## config.mk

```make
export PLATFORM = sky130hd
export DESIGN_NAME = admm_iteration_controller
export DESIGN_NICKNAME = d
export VERILOG_FILES = /design/src/rtl/admm_iteration_controller.sv
export SDC_FILE = /design/constraint.sdc
export NUM_CORES = 1
export LEC_CHECK = 0
export CAP_MARGIN = 25
export CORE_AREA = 5 5 111 113
export CTS_CLUSTER_DIAMETER = 150
export DETAILED_ROUTE_END_ITERATION = 12
export DIE_AREA = 0 0 116 118
export GPL_ROUTABILITY_DRIVEN = 0
export PLACE_DENSITY = 0.54
export SYNTH_ARGS = -nofsm -noshare
export SYNTH_HDL_FRONTEND = slang
export SYNTH_SLANG_ARGS = --single-unit
```

## constraint.sdc

```tcl
create_clock -name clk -period 3.4 [get_ports clk]
set_clock_uncertainty 0.15 [all_clocks]
set_input_delay 0.85 -clock clk [delete_from_list [all_inputs] [get_ports clk]]
set_output_delay 0.85 -clock clk [all_outputs]
set_load 0.01 [all_outputs]
```

## src/rtl/admm_iteration_controller.sv

```systemverilog
// ADMM loop sequencer: steps primal/slack/dual/residual stages over level start/done
// handshakes, counts iterations, flips the z ping-pong bank and reports solve status.
module admm_iteration_controller #(
    parameter int unsigned ITER_WIDTH     = 16,
    parameter int unsigned CHECK_INTERVAL = 1,
    parameter int unsigned TIMEOUT_CYCLES = 65535,
    parameter int unsigned TIMER_WIDTH    = 17
) (
    input  logic                  clk,
    input  logic                  rst,
    input  logic                  start_solve,
    input  logic                  abort,
    input  logic [ITER_WIDTH-1:0] max_iter,
    output logic                  primal_start,
    input  logic                  primal_done,
    output logic                  slack_start,
    input  logic                  slack_done,
    output logic                  dual_start,
    input  logic                  dual_done,
    output logic                  resid_start,
    input  logic                  resid_done,
    input  logic                  resid_converged,
    output logic                  z_bank_sel,
    output logic                  busy,
    output logic [ITER_WIDTH-1:0] iter_count,
    output logic                  solve_done,
    output logic                  solve_converged,
    output logic                  timeout_err,
    output logic                  aborted
);

    localparam int unsigned INT_WIDTH = (CHECK_INTERVAL > 1) ? $clog2(CHECK_INTERVAL) : 1;

    typedef enum logic [2:0] {
        S_IDLE,
        S_PRIMAL,
        S_SLACK,
        S_DUAL,
        S_RESID,
        S_DECIDE,
        S_FINISH
    } state_t;

    typedef enum logic {
        PH_ASSERT,
        PH_RELEASE
    } phase_t;

    state_t                 state_q, state_d;
    phase_t                 phase_q, phase_d;
    logic [ITER_WIDTH-1:0]  max_iter_q, max_iter_d;
    logic [ITER_WIDTH-1:0]  iter_count_d;
    logic [INT_WIDTH-1:0]   int_cnt_q, int_cnt_d;
    logic [TIMER_WIDTH-1:0] timer_q, timer_d;
    logic                   conv_q, conv_d;
    logic                   z_bank_sel_d;
    logic                   busy_d;
    logic                   solve_done_d;
    logic                   solve_converged_d;
    logic                   timeout_err_d;
    logic                   aborted_d;
    logic                   primal_start_d, slack_start_d, dual_start_d, resid_start_d;

    logic                   stage_active;
    logic                   cur_done;
    logic                   phase_event;
    logic                   timer_expired;
    logic                   last_iter;
    logic                   interval_end;
    logic                   check_due;

    assign stage_active  = (state_q == S_PRIMAL) || (state_q == S_SLACK) ||
                           (state_q == S_DUAL)   || (state_q == S_RESID);
    assign cur_done      = (state_q == S_PRIMAL) ? primal_done :
                           (state_q == S_SLACK)  ? slack_done  :
                           (state_q == S_DUAL)   ? dual_done   :
                           (state_q == S_RESID)  ? resid_done  : 1'b0;
    // ASSERT waits for done high, RELEASE waits for it to fall back
    assign phase_event   = (phase_q == PH_ASSERT) ? cur_done : ~cur_done;
    assign timer_expired = (timer_q == TIMER_WIDTH'(TIMEOUT_CYCLES - 1));
    assign last_iter     = ((iter_count + ITER_WIDTH'(1)) == max_iter_q);
    assign interval_end  = (int_cnt_q == INT_WIDTH'(CHECK_INTERVAL - 1));
    assign check_due     = interval_end || last_iter;

    // State register plus all registered outputs
    always_ff @(posedge clk or negedge rst) begin
        if (!rst) begin
            state_q         <= S_IDLE;
            phase_q         <= PH_ASSERT;
            max_iter_q      <= '0;
            int_cnt_q       <= '0;
            timer_q         <= '0;
            conv_q          <= 1'b0;
            iter_count      <= '0;
            z_bank_sel      <= 1'b0;
            busy            <= 1'b0;
            solve_done      <= 1'b0;
            solve_converged <= 1'b0;
            timeout_err     <= 1'b0;
            aborted         <= 1'b0;
            primal_start    <= 1'b0;
            slack_start     <= 1'b0;
            dual_start      <= 1'b0;
            resid_start     <= 1'b0;
        end else begin
            state_q         <= state_d;
            phase_q         <= phase_d;
            max_iter_q      <= max_iter_d;
            int_cnt_q       <= int_cnt_d;
            timer_q         <= timer_d;
            conv_q          <= conv_d;
            iter_count      <= iter_count_d;
            z_bank_sel      <= z_bank_sel_d;
            busy            <= busy_d;
            solve_done      <= solve_done_d;
            solve_converged <= solve_converged_d;
            timeout_err     <= timeout_err_d;
            aborted         <= aborted_d;
            primal_start    <= primal_start_d;
            slack_start     <= slack_start_d;
            dual_start      <= dual_start_d;
            resid_start     <= resid_start_d;
        end
    end

    // Next-state logic; abort outranks both handshake progress and the watchdog
    always_comb begin : next_state
        state_d = state_q;
        phase_d = phase_q;
        case (state_q)
            S_IDLE: begin
                if (start_solve) begin
                    state_d = (max_iter == '0) ? S_FINISH : S_PRIMAL;
                    phase_d = PH_ASSERT;
                end
            end
            S_PRIMAL, S_SLACK, S_DUAL, S_RESID: begin
                if (abort) begin
                    state_d = S_FINISH;
                    phase_d = PH_ASSERT;
                end else if (phase_event) begin
                    if (phase_q == PH_ASSERT) begin
                        phase_d = PH_RELEASE;
                    end else begin
                        phase_d = PH_ASSERT;
                        case (state_q)
                            S_PRIMAL: state_d = S_SLACK;
                            S_SLACK:  state_d = S_DUAL;
                            S_DUAL:   state_d = check_due ? S_RESID : S_DECIDE;
                            default:  state_d = S_DECIDE;
                        endcase
                    end
                end else if (timer_expired) begin
                    state_d = S_FINISH;
                    phase_d = PH_ASSERT;
                end
            end
            S_DECIDE: begin
                phase_d = PH_ASSERT;
                if (abort || conv_q || last_iter) begin
                    state_d = S_FINISH;
                end else begin
                    state_d = S_PRIMAL;
                end
            end
            S_FINISH: begin
                if (!start_solve) begin
                    state_d = S_IDLE;
                end
            end
            default: begin
                state_d = S_IDLE;
                phase_d = PH_ASSERT;
            end
        endcase
    end

    // Next values for counters, flags and the registered outputs
    always_comb begin : output_logic
        max_iter_d        = max_iter_q;
        iter_count_d      = iter_count;
        int_cnt_d         = int_cnt_q;
        conv_d            = conv_q;
        z_bank_sel_d      = z_bank_sel;
        solve_converged_d = solve_converged;
        timeout_err_d     = timeout_err;
        aborted_d         = aborted;
        timer_d           = '0;

        // Starts follow the next state, so at most one is ever high and all drop on exit
        primal_start_d = (state_d == S_PRIMAL) && (phase_d == PH_ASSERT);
        slack_start_d  = (state_d == S_SLACK)  && (phase_d == PH_ASSERT);
        dual_start_d   = (state_d == S_DUAL)   && (phase_d == PH_ASSERT);
        resid_start_d  = (state_d == S_RESID)  && (phase_d == PH_ASSERT);
        busy_d         = (state_d != S_IDLE) && (state_d != S_FINISH);
        solve_done_d   = (state_d == S_FINISH);

        if (stage_active && (state_d == state_q) && (phase_d == phase_q)) begin
            timer_d = timer_q + TIMER_WIDTH'(1);
        end

        case (state_q)
            S_IDLE: begin
                if (start_solve) begin
                    max_iter_d        = max_iter;
                    iter_count_d      = '0;
                    int_cnt_d         = '0;
                    conv_d            = 1'b0;
                    solve_converged_d = 1'b0;
                    timeout_err_d     = 1'b0;
                    aborted_d         = 1'b0;
                end
            end
            S_PRIMAL, S_SLACK, S_DUAL, S_RESID: begin
                if (abort) begin
                    aborted_d = 1'b1;
                end else if (!phase_event && timer_expired) begin
                    timeout_err_d = 1'b1;
                end else if ((state_q == S_RESID) && (phase_q == PH_ASSERT) && phase_event) begin
                    conv_d = resid_converged;
                end
            end
            S_DECIDE: begin
                if (abort) begin
                    aborted_d = 1'b1;
                end else begin
                    iter_count_d = iter_count + ITER_WIDTH'(1);
                    int_cnt_d    = interval_end ? '0 : int_cnt_q + INT_WIDTH'(1);
                    conv_d       = 1'b0;
                    if (conv_q) begin
                        solve_converged_d = 1'b1;
                    end else if (!last_iter) begin
                        z_bank_sel_d = ~z_bank_sel;
                    end
                end
            end
            default: begin
            end
        endcase
    end

endmodule

```

# Word-level counts from Yosys, hierarchy flattened

Cells that the tools add are included.

Bits in registers: 65
Output and inout bits: 26

Add/sub/neg operators: 3
Equality and inequality tests: 24
Multiplexer cells: 43
Bitwise gates (word level): 8
Reductions and logical operators: 33

Operator list:

| cell                                                                     | number |
|---|---|
| 16-bit 2-to-1 mux                                                        | 2 |
| 16-bit case mux with 2 select lines                                      | 1 |
| 3-bit 2-to-1 mux                                                         | 8 |
| 1-bit 2-to-1 mux                                                         | 23 |
| 17-bit by 1-bit adder with 17-bit output (second input constant)         | 1 |
| 17-bit by 16-bit equality test with 1-bit output (second input constant) | 1 |
| 17-bit 2-to-1 mux                                                        | 1 |
| 16-bit by 1-bit adder with 16-bit output (second input constant)         | 1 |
| 16-bit equality test                                                     | 1 |
| 16-bit logical NOT                                                       | 1 |
| 3-bit equality test (second input constant)                              | 5 |
| 2-bit != test (second input constant)                                    | 7 |
| 3-bit by 2-bit equality test with 1-bit output (second input constant)   | 4 |
| 3-bit case mux with 4 select lines                                       | 1 |
| 4-bit AND reduction                                                      | 3 |
| 1-bit logical AND                                                        | 10 |
| 3-bit case mux with 3 select lines                                       | 1 |
| 1-bit inverter                                                           | 8 |
| 1-bit case mux with 2 select lines                                       | 4 |
| 3-bit by 1-bit equality test with 1-bit output (second input constant)   | 2 |
| 1-bit logical OR                                                         | 6 |
| 1-bit case mux with 3 select lines                                       | 2 |
| 3-bit AND reduction                                                      | 2 |
| 6-bit AND reduction                                                      | 1 |
| 12 further kinds                                                         | 15 |

# Longest topological paths before layout

Word-level depth: 14
Gate-level depth with buffers: 10

# Worst setup path after synthesis

Ideal clock, no wire load.

Kind: input-to-reg
From: input port dual_done
To: register timer_q[13]
Setup time: 0.119 ns
Arrival time: 2.417 ns
Path slack: 0.714 ns
Stages: 8
Buffers on the path: 1
Cell sequence: mux2_2 a211oi_4 xnor2_1 o21ai_1 nor2_1 o21ai_4 buf_6 nor2_1

Word-level cells in the longest chain between the ends: 12
Elaborated cells between the ends (all ways): 16
Those cells by class: eq/ne (2); mux (11); bitwise (1); reduce/logical (2)

Ends and longest elaborated chain:

| element                            | RTL line | RTL |
|---|---|---|
| start: declaration                 | 19       | `input logic dual_done,` |
| 1-bit 2-to-1 mux (*)               | 76       | `(state_q == S_DUAL) ? dual_done :` |
| 1-bit 2-to-1 mux (*)               | 75       | `(state_q == S_SLACK) ? slack_done :` |
| 1-bit 2-to-1 mux (*)               | 74       | `assign cur_done = (state_q == S_PRIMAL) ? primal_done :` |
| 1-bit inverter                     | 79       | `assign phase_event = (phase_q == PH_ASSERT) ? cur_done : ~cur_done;` |
| 1-bit 2-to-1 mux (*)               | 79       |  |
| 3-bit 2-to-1 mux                   | 141      | `end else if (phase_event) begin` |
| 3-bit 2-to-1 mux                   | 138      | `if (abort) begin` |
| 3-bit case mux with 4 select lines | 130      | `case (state_q)` |
| 3-bit equality test                | 198      | `if (stage_active && (state_d == state_q) && (phase_d == phase_q)) begin` |
| 1-bit logical AND                  | 198      |  |
| 1-bit logical AND (*)              | 198      |  |
| 17-bit 2-to-1 mux (*)              | 198      |  |
| via timer_d[13]                    | 54       | `logic [TIMER_WIDTH-1:0] timer_q, timer_d;` |
| end signal: assignment             | 110      | `timer_q <= timer_d;` |
| end: declaration                   | 54       |  |

Mark *: on every way through the listed nets, which the timed path passes. The rest lies on a longest branch.
A chain may end at the register's enable or synchronous reset.

# Worst setup path after layout

From: register iter_count[0]
To: register busy

Word-level cells in the longest chain between the ends: 11
Elaborated cells between the ends (all ways): 14
Those cells by class: add/sub (1); eq/ne (2); mux (7); reduce/logical (4)

Ends and longest elaborated chain:

| element                                                    | RTL line | RTL |
|---|---|---|
| start: declaration                                         | 25       | `output logic [ITER_WIDTH-1:0] iter_count,` |
| start signal: assignment                                   | 112      | `iter_count <= iter_count_d;` |
| 16-bit by 1-bit adder with 16-bit output (*)               | 81       | `assign last_iter = ((iter_count + ITER_WIDTH'(1)) == max_iter_q);` |
| 16-bit equality test (*)                                   | 81       |  |
| 1-bit logical OR                                           | 83       | `assign check_due = interval_end \|\| last_iter;` |
| 1-bit 2-to-1 mux                                           | 149      | `S_DUAL: state_d = check_due ? S_RESID : S_DECIDE;` |
| 3-bit case mux with 3 select lines                         | 146      | `case (state_q)` |
| 3-bit 2-to-1 mux                                           | 142      | `if (phase_q == PH_ASSERT) begin` |
| 3-bit 2-to-1 mux                                           | 141      |  |
| 3-bit 2-to-1 mux                                           | 138      |  |
| 3-bit case mux with 4 select lines (*)                     | 130      |  |
| via state_d[0]                                             | 49       | `state_t state_q, state_d;` |
| 3-bit != test / 3-bit nonzero test (equally long branches) | 195      | `busy_d = (state_d != S_IDLE) && (state_d != S_FINISH);` |
| 1-bit logical AND (*)                                      | 195      |  |
| via busy_d                                                 | 57       | `logic busy_d;` |
| end signal: assignment                                     | 114      | `busy <= busy_d;` |
| end: declaration                                           | 24       | `output logic busy,` |

Marked as above.

==> results.toml <==
[timing]
holdWs_ps = 323
timing.fmax_mhz = 329
maxSlewHeadroom_pct = 47.8
fin_setup_tns_ps = 0
final_max_slew_viol_count = 0
setup_viol = 0
timing.final.crit_share_pct = 89.5
rsz0062_at_grt = "no"
period_minus_slack_ps = 3040
worst_slew_pin_slew_ps = 783
hold_violations = 0
setup_ws_ps = 357

[route]
drt-total-wl_um = 9070
drt-pass1-iter-count = 5
num_vias = 3109
drtIter0Drc = 133
drc = 0
wl_per_cell_um = 14.8
detail-route-antenna-nets = 0
avgViaCountPerCell = 5.06

[synth]
yosys_warnings = 0
syn-num-nets = 442
ys_types = 65
synthMuxAreaShare_pct = 1.35
ys_seq_elements = 64
synth_seq_area_share_pct = 42.2
yosysTopAreaCell = "dfrtp_1"
yosys.area_share.simple_pct = 28.7
synth_ff_type = "dfrtp_1"
synth_xor_area_share_pct = 10.1
synthAdderAreaFrac_pct = 0.990
synth.area.top_cells = "dfrtp_1 42%, nand2_1 7.2%, xor2_1 4.6%, nor2_1 4.6%, xnor2_1 4.4%"
synth_top_area_share_pct = 42.2
synth_edf_count = 0
async_reset_ff_share_pct = 100
synth_compound_area_share_pct = 12.5
synth_top_family_by_area = "simple AND/OR/NAND/NOR gates"
netlist_area_um2 = 3790
netlist_instances = 414
syn_avg_cell_area_um2 = 9.16

[critical_path]
cp.required_ps = 3460
start_kind = "flop"
arrival_ps = 3110
path_max_fanout = 7
end_kind = "flop"
criticalPathCategory = "flop to flop"

[floorplanning]
start_util_pct = 33.8
die_h_um = 118
fp-row-count = 39
ios = 51
die_w_um = 116
die_area_um2 = 13700
core_um2 = 11200

[worst_hold_path]
min_path_type = "flop to flop"

[clock_network]
ctsResizeCount = 0
h-tree-depth = 3
cts_tree = "yes"
cts_buffers = 9
cts.clk_slew.worst_paths_ps = 60
clk_root_buffer_cell = "clkbuf_16"
clock_sinks = 64
cts_setup_buffers = 0
cts_hold_buf = 0
clockBufferDepth = 2
clk_latency_ps = 330

[cells_and_area]
final_util_pct = 42.7
antenna_cells = 0
drive_above_1_share_pct = 11.7
fin_nets = 495
syn2layout_area_growth_pct = 26.4

[grt]
grt_util_all_layers_pct = 13.9
met2_usage_pct = 23.3
busiest_layer = "met2"
use_met1_pct = 18.5
grt_start_max_net_pins = 34
antenna_found_initial = 0
grt_pass1_wl_um = 15400
use_met3_pct = 3.14
grt_pass1_vias = 3085
grt_overflow_total = 0

[pwr]
power.ir.vdd_worst_mv = 0.317
p_leak_nw = 2.04
finalPower_w = 0.00329
pwr_density_cell_nw_per_um2 = 686

[run_status]
status = "completed"

[place]
dp_hpwl_um = 6680
place_ws_ps = 164
io_buffers = 50

[run]
maxCapViolations = 0
[layout by cell type (no fill, tap or decap), drive strengths merged, types with 8 or more instances in the layout]
master	n
nand4	15
xnor2	20
dfrtp	64
inv	9
nor4	11
nor3	8
a21oi	9
nor2	46
clkbuf	13
clkdlybuf4s50	49
buf	15
o21ai	28
nand3	15
nand2	73
xor2	20
[cell families (layout without fill, tap and decap cells)]
kind of cell / after synthesis / after routing
AOI/OAI and AO/OA: 65 / 65
xor gates and xnor gates: 41 / 41
adders and majority gates: 3 / 3
buffers and inverters: 31 / 89
DFF: 64 / 64
muxes: 5 / 5
and+or+nand+nor: 205 / 205
[registers in the layout (all words and copies together) (netlist names), 3 cells and up]
name	count
state_q	3
timer_q	17
max_iter_q	16
iter_count	16
[worst paths after layout]
path,cells after the start,slack (ps),end,from
setup / recovery,8,360,busy,iter_count[0]
hold / removal,1,320,z_bank_sel,z_bank_sel
setup reg to reg,8,360,busy,iter_count[0]
hold reg to reg,1,320,z_bank_sel,z_bank_sel
max in group asynchronous,2,2020,timer_q[14],rst
min in group asynchronous,1,450,iter_count[2],rst
[area by class of cell]
class / instances / area, um2
clock inverters: 3 / 65.1
well taps: 143 / 179
repair buffers: 64 / 626
clock buffers: 13 / 250
inverters: 9 / 33.8
flip-flops and latches: 64 / 1600
multi-input cells: 319 / 2040
fillers: 1142 / 6430
[synthesized netlist by cell type, drive strengths merged (2+ instances only)]
library cell / number
nor4: 11
clkbuf: 9
nand2: 73
or3: 3
nor2: 46
o211ai: 3
nand4b: 3
nor2b: 4
dfrtp: 64
and3: 4
o21ai: 28
a31oi: 3
o31ai: 5
and4: 6
mux2i: 4
nor3: 8
xor2: 20
ha: 3
a32oi: 2
nor3b: 2
nand3b: 2
a211o: 2
buf: 13
inv: 9
and4bb: 2
or4: 3
xnor2: 20
nand4: 15
a21oi: 9
nand2b: 5
o41ai: 4
nand3: 15
[critical path: stages, from the launching register on]
cell,delay [ps]
dfrtp_1,470
ha_1,310
xor3_1,440
nor3_1,180
nand4_1,140
nand4b_1,300
o41ai_4,490
o211ai_4,180
a211o_1,260
[layer usage]
metal	routed length [um]	up-vias	share of wire, %
li1	-	1555	-
met1	4130	1500	46
met5	0	-	0
met3	318	8	3.5
met2	4540	46	50
met4	87	0	0.96
[per-stage QoR]
| stage | std cells | area [um2] |
|---|---|---|
| 2_1_floorplan | 414 | 3790 |
| 3_3_place_gp | 599 | 4480 |
| 3_5_place_dp | 599 | 4480 |
| 4_1_cts | 615 | 4790 |
| 5_1_grt | 615 | 4790 |
| 6_report | 615 | 4790 |
[where the power goes]
| group | switching, W | leakage, nW | total, W | internal (W) |
|---|---|---|---|---|
| Combinational | 0.000610 | 1.04 | 0.00116 | 0.000549 |
| Sequential | 0.000201 | 0.853 | 0.00114 | 0.000934 |
| Clock | 0.000333 | 0.154 | 0.000994 | 0.000661 |
Note: power is estimated with default switching activity, not from simulation.
